[config.mk]
export PLATFORM = sky130hd
export DESIGN_NAME = reg_mem
export DESIGN_NICKNAME = d
export VERILOG_FILES = /design/src/rtl/reg_mem_pkg.sv /design/src/rtl/reg_mem_word.sv /design/src/rtl/reg_mem.sv
export SDC_FILE = /design/constraint.sdc
export NUM_CORES = 1
export LEC_CHECK = 0
export BUFFER_PORTS_ARGS = -buffer_cell sky130_fd_sc_hd__buf_4
export CAP_MARGIN = 10
export CORE_ASPECT_RATIO = 0.75
export CORE_MARGIN = 2
export CORE_UTILIZATION = 45
export CTS_CLUSTER_SIZE = 24
export DETAILED_ROUTE_END_ITERATION = 10
export PLACE_DENSITY = 0.66
export SLEW_MARGIN = 20
export SYNTH_ARGS = -nofsm -noshare
export SYNTH_HDL_FRONTEND = slang
export SYNTH_HIERARCHICAL = 1
export SYNTH_SLANG_ARGS = --single-unit
[constraint.sdc]
create_clock -name clk -period 1.2 [get_ports clk]
set_clock_uncertainty 0.05 [all_clocks]
set_input_delay 0.12 -clock clk [delete_from_list [all_inputs] [get_ports clk]]
set_output_delay 0.12 -clock clk [all_outputs]
set_load 0.02 [all_outputs]
[src/rtl/reg_mem_pkg.sv]
// Shared constants and helpers for the flip-flop register-file memory.
package reg_mem_pkg;

  localparam int DEFAULT_DATA_WIDTH = 4;
  localparam int DEFAULT_ADDR_BITS  = 3;

  function automatic int depth(input int addrBits);
    return 1 << addrBits;
  endfunction

endpackage

[src/rtl/reg_mem_word.sv]
// One storage word: async-cleared register that loads on a clock edge when selected.
module reg_mem_word
  import reg_mem_pkg::*;
#(
  parameter int DATA_WIDTH = DEFAULT_DATA_WIDTH
) (
  input  logic                  clk,
  input  logic                  rst,
  input  logic                  sel_i,
  input  logic [DATA_WIDTH-1:0] d_i,
  output logic [DATA_WIDTH-1:0] q_o
);

  logic [DATA_WIDTH-1:0] value_q;
  logic [DATA_WIDTH-1:0] value_d;

  always_comb begin
    value_d = value_q;
    if (sel_i) begin
      value_d = d_i;
    end
  end

  // Reset takes priority, so a write coinciding with rst is discarded.
  always_ff @(posedge clk or posedge rst) begin
    if (rst) begin
      value_q <= '0;
    end else begin
      value_q <= value_d;
    end
  end

  assign q_o = value_q;

endmodule

[src/rtl/reg_mem.sv]
// Register-file memory: shared address, synchronous write, combinational read.
module reg_mem
  import reg_mem_pkg::*;
#(
  parameter int DATA_WIDTH = DEFAULT_DATA_WIDTH,
  parameter int ADDR_BITS  = DEFAULT_ADDR_BITS
) (
  input  logic [ADDR_BITS-1:0]  addr,
  input  logic [DATA_WIDTH-1:0] data_in,
  input  logic                  wen,
  input  logic                  clk,
  output logic [DATA_WIDTH-1:0] data_out,
  input  logic                  rst
);

  localparam int DEPTH = depth(ADDR_BITS);

  logic [DEPTH-1:0]      wordSel;
  logic [DATA_WIDTH-1:0] wordQ [DEPTH];

  for (genvar i = 0; i < DEPTH; i++) begin : gWords
    assign wordSel[i] = wen && (addr == ADDR_BITS'(i));

    reg_mem_word #(
      .DATA_WIDTH(DATA_WIDTH)
    ) uWord (
      .clk  (clk),
      .rst  (rst),
      .sel_i(wordSel[i]),
      .d_i  (data_in),
      .q_o  (wordQ[i])
    );
  end

  // Depth is a full power of two, so every addr value selects a real word.
  assign data_out = wordQ[addr];

endmodule

* Word level (Yosys, flattened, before mapping)
Cells that the tools add are included.
** Storage, ports and cells
- Output and inout port bits :: 4
- Register bits after elaboration :: 32
- Bits of input ports :: 10
- Logic and storage cells :: 29
** Cells by class
- Reductions and logical operators :: 9
- Eq/ne operators :: 7
- Bitwise gates (word level) :: 1
- Muxes and demuxes :: 3
- Magnitude comparators :: 1
** Operators by type and width (count)
- binary-select mux 4 bit (select 3 bit) :: 1
- == test 3 bit (second input constant) :: 4
- logical AND 1 bit :: 8
- two-way mux 4 bit :: 2
- == test 3 x 2 -> 1 bit (second input constant) :: 2
- >= comparator 4 bit (second input constant) :: 1
- NOT 3 -> 4 bit :: 1
- == test 3 x 1 -> 1 bit (second input constant) :: 1
- zero test 3 bit :: 1

* Depth between registers and ports, before layout
- Word-level depth :: 4
- Mapped depth :: 5
- Depth with buffers taken out :: 3

* By module
The synthesis kept the hierarchy.
** By module, submodules not included
- reg_mem_word :: times used 8, seq. area each 100.1 um2, area each 148.9 um2, cells an instance 9
- reg_mem :: times used 1, seq. area each 0.0 um2, area each 340.3 um2, cells an instance 43

* Worst setup path after synthesis
No wires, ideal clock.
- Kind :: reg-to-output
- Start :: register gWords[1].uWord.value_q[1]
- End :: output data_out[1]
- Slack :: -626 ps
- Buffers on the path :: 0
- Required time :: 1030 ps
- Cell stages (with the launch flop) :: 4
- Arrival :: 1656 ps
- Cell sequence :: dfrtp_1 mux2_2 o22ai_1 a2111oi_0
** Between the ends
- Cells in the longest elaborated chain, start to end :: 3
** Ends and longest elaborated chain
- start: declaration :: line reg_mem_word.sv:14 : logic [DATA_WIDTH-1:0] value_q;
- start signal: assignment :: line reg_mem_word.sv:29 : value_q <= value_d;
- binary-select mux 4 bit (select 3 bit) :: line reg_mem.sv:36 : assign data_out = wordQ[addr];
- two-way mux 4 bit (implied by the code) (2 in series) :: line reg_mem.sv:36
- end: declaration :: line reg_mem.sv:12 : output logic [DATA_WIDTH-1:0] data_out,
No other way between the ends. The select of a mux whose other input is x is not followed.

* Final worst setup path
- Start :: register gWords[6].uWord.value_q[0]
- End :: output data_out[0]
** Between the ends
- Cells in the longest elaborated chain, start to end :: 3
** Ends and longest elaborated chain (line)
- start: declaration :: reg_mem_word.sv:14
- start signal: assignment :: reg_mem_word.sv:29
- binary-select mux 4 bit (select 3 bit) :: reg_mem.sv:36
- two-way mux 4 bit (implied by the code) (2 in series) :: reg_mem.sv:36
No other way between the ends. The select of a mux whose other input is x is not followed.

==> impl_metrics.env <==
export IMPL_ys_warn_count=6
export IMPL_drive_gt1_share_pct=62.07
export IMPL_place_congestion=0.7658
export IMPL_ios=14
export IMPL_finalCriticalPeriod_ps=1697
export IMPL_design_core_area_sq_mm=0.003266
export IMPL_hold_viol=0
export IMPL_nFillCells=261
export IMPL_dieArea_sq_mm=0.003891
export IMPL_max_cap_viol_count=0
export IMPL_viasPerCell=5.357
export IMPL_cp_arrival_ps=1530
export IMPL_syn_nets=125
export IMPL_crit_type="flip-flop to output port"
export IMPL_syn_area_sq_mm=0.001531
export IMPL_startpoint_type="flip-flop"
export IMPL_clock_sinks=32
export IMPL_min_period_over_period_pct=141.4
export IMPL_root_buffer="clkbuf_8"
export IMPL_start_util_pct=46.90
export IMPL_synthTopCellsByCount="37 x mux2_2, 32 x dfrtp_1, 9 x inv_1, 6 x nand2_1, 6 x nor2_1"
export IMPL_grt_max_degree=10
export IMPL_grt_pass1_wl_mm=5.464
export IMPL_cellPowerDensity_mw_per_mm2=1485
export IMPL_syn_area_per_cell_sq_um=13.32
export IMPL_status="complete, but fails checks"
export IMPL_grt_antenna_before_repair=0
export IMPL_worstSkewPairLatency_ps=280
export IMPL_slowest_delay_ps=470
export IMPL_finalWorstSetupSlack_ps=-497.4
export IMPL_grt_usage_pct=20.01
export IMPL_wire_per_inst_um=17.56
export IMPL_synth_top_area_share_pct=52.29
export IMPL_drc=0
export IMPL_tritoncts="done"
export IMPL_cts_buffers_inserted=5
export IMPL_max_freq_ghz=0.5891
export IMPL_cp_top_family="multiplexers"
export IMPL_placed_area_sq_mm=0.001861
export IMPL_diodes=0
export IMPL_slew_headroom_pct=72.92
export IMPL_synth_main_ff_cell="dfrtp_1"
export IMPL_synthTopCellsByArea="dfrtp_1 52%, mux2_2 27%, mux4_1 3.4%"
export IMPL_hold_ws_ps=101.4
export IMPL_die_y_um=54.52
export IMPL_design_area_sq_mm=0.001999
export IMPL_cp_num_buf_inv=1
export IMPL_dr_pass1_iters=4
export IMPL_setup_tns_ps=-1586
export IMPL_dr_total_vias=991
export IMPL_dp_hpwl_mm=2.534
export IMPL_worstMarginPinSlew_ps=403.7
export IMPL_required_ps=1030
export IMPL_routed_wl_mm=3.249
export IMPL_regArea_sq_um=800.8
export IMPL_synth_ff_latch_count=32
export IMPL_multi_input_area_sq_um=793.3
export IMPL_cts_buffer_depth=2
export IMPL_grt_pass1_vias=1059
export IMPL_synth_most_common_cell="mux2_2"
export IMPL_cp_slowest_cell="mux4_2"
export IMPL_first_iter_violations=32
export IMPL_nNetsFinal=157
export IMPL_largest_register_ffs=32
export IMPL_async_flop_share_pct=100.0
export IMPL_ant_nets=0
export IMPL_final_core_util_pct=61.23
export IMPL_syn_to_final_growth_pct=30.56
export IMPL_yosysSeqAreaShare_pct=52.29
export IMPL_slew_viol_final=0
export IMPL_violations="negative setup slack"
export IMPL_rows=18
export IMPL_irDropWorstVdd_uv=925.5
export IMPL_hp_class="primary input to flip-flop"
export IMPL_worstPathCellList="mux4_2, mux2_4, buf_6"
export IMPL_synth_edf_count=0
export IMPL_p_leak_nw=0.8881
export IMPL_synth_cell_types=16
export IMPL_end_kind="output port"
export IMPL_pre_cts_slack_ps=-275.2
export IMPL_rsz0062_at_grt="true"
export IMPL_clk_pin_slew_ps=60
export IMPL_die_w_um=71.36
export IMPL_crit_fanout=2
export IMPL_h_tree_depth=2
export IMPL_synth_cells=115
export IMPL_overflow=0
export IMPL_finalSetupViolCount=4
export IMPL_port_buffers=13
export IMPL_synth_largest_area_cell="dfrtp_1"
## cell type report
class	count	area share [%]
Tap cell	40	2.503
Timing Repair Buffer	29	12.64
Sequential cell	32	40.05
Multi-Input combinational cell	70	39.67
Clock buffer	5	3.442
Inverter	9	1.690
## what timing repair did
action / CTS / global route
setup buffers: 2 / 0
resized for setup: 12 / 1
endpoints found under the setup margin: 4 / 4
hold endpoints to repair: 32 / 0
pin swaps: 5 / 3
gates cloned: 0 / 0
hold buffers: 1 / 0
## through the flow
step	power, W	instances
finish	0.002969	185
global route	0.003131	185
CTS	0.002992	185
detailed placement	0.002190	177
global placement	0.002155	177
floorplan	0.001935	115
## cells in the final DEF, fill, tap and decap left out, drive strengths merged
cell type / n
mux2: 37
dfrtp: 32
buf: 28
inv: 9
nand2: 6
nor2: 6
clkbuf: 5
mux4: 4
nand2b: 4
nor3: 4
o22ai: 3
nor2b: 2
a2111oi: 2
a211oi: 2
dlygate4sd3: 1
## per-layer routing
| metal | vias up | part of all wire (%) | global-route usage, % |
|---|---|---|---|
| li1 | 473 | - | - |
| met1 | 499 | 51 | 28.71 |
| met2 | 14 | 45 | 29.94 |
| met3 | 5 | 2.9 | 5.157 |
| met4 | 0 | 1.0 | 6.604 |
| met5 | - | 0 | 0 |
## power by group
group | switching, W | internal (W)
registers | 0.000140 | 0.00132
logic | 0.000312 | 0.000495
clock network | 0.000331 | 0.000372
total | 0.000783 | 0.00219
## worst paths after layout
path                                                    startpoint                                  to  slack [ps]  cells past startpoint
worst min register to register  gWords[5].uWord/q_o[0]$_DFFE_PP0P_  gWords[5].uWord/q_o[0]$_DFFE_PP0P_         450                      1
worst max register to register  gWords[4].uWord/q_o[3]$_DFFE_PP0P_  gWords[4].uWord/q_o[3]$_DFFE_PP0P_         270                      2
worst min-delay path                                    data_in[0]  gWords[0].uWord/q_o[0]$_DFFE_PP0P_         100                      2
worst max-delay path            gWords[6].uWord/q_o[0]$_DFFE_PP0P_                         data_out[0]        -500                      3
min in group asynchronous                                      rst  gWords[0].uWord/q_o[0]$_DFFE_PP0P_         280                      3
max in group asynchronous                                      rst  gWords[6].uWord/q_o[3]$_DFFE_PP0P_         640                      3
## logic make-up (layout without fill, tap and decap cells)
family / Yosys count / count (layout) / share of synthesized area, %
compound gates: 7 / 7 / 3.350
buf+inv: 13 / 43 / 4.085
flops: 32 / 32 / 52.29
simple gates: 22 / 22 / 6.699
mux: 41 / 41 / 33.58
Note: power is estimated with default switching activity, not from simulation.
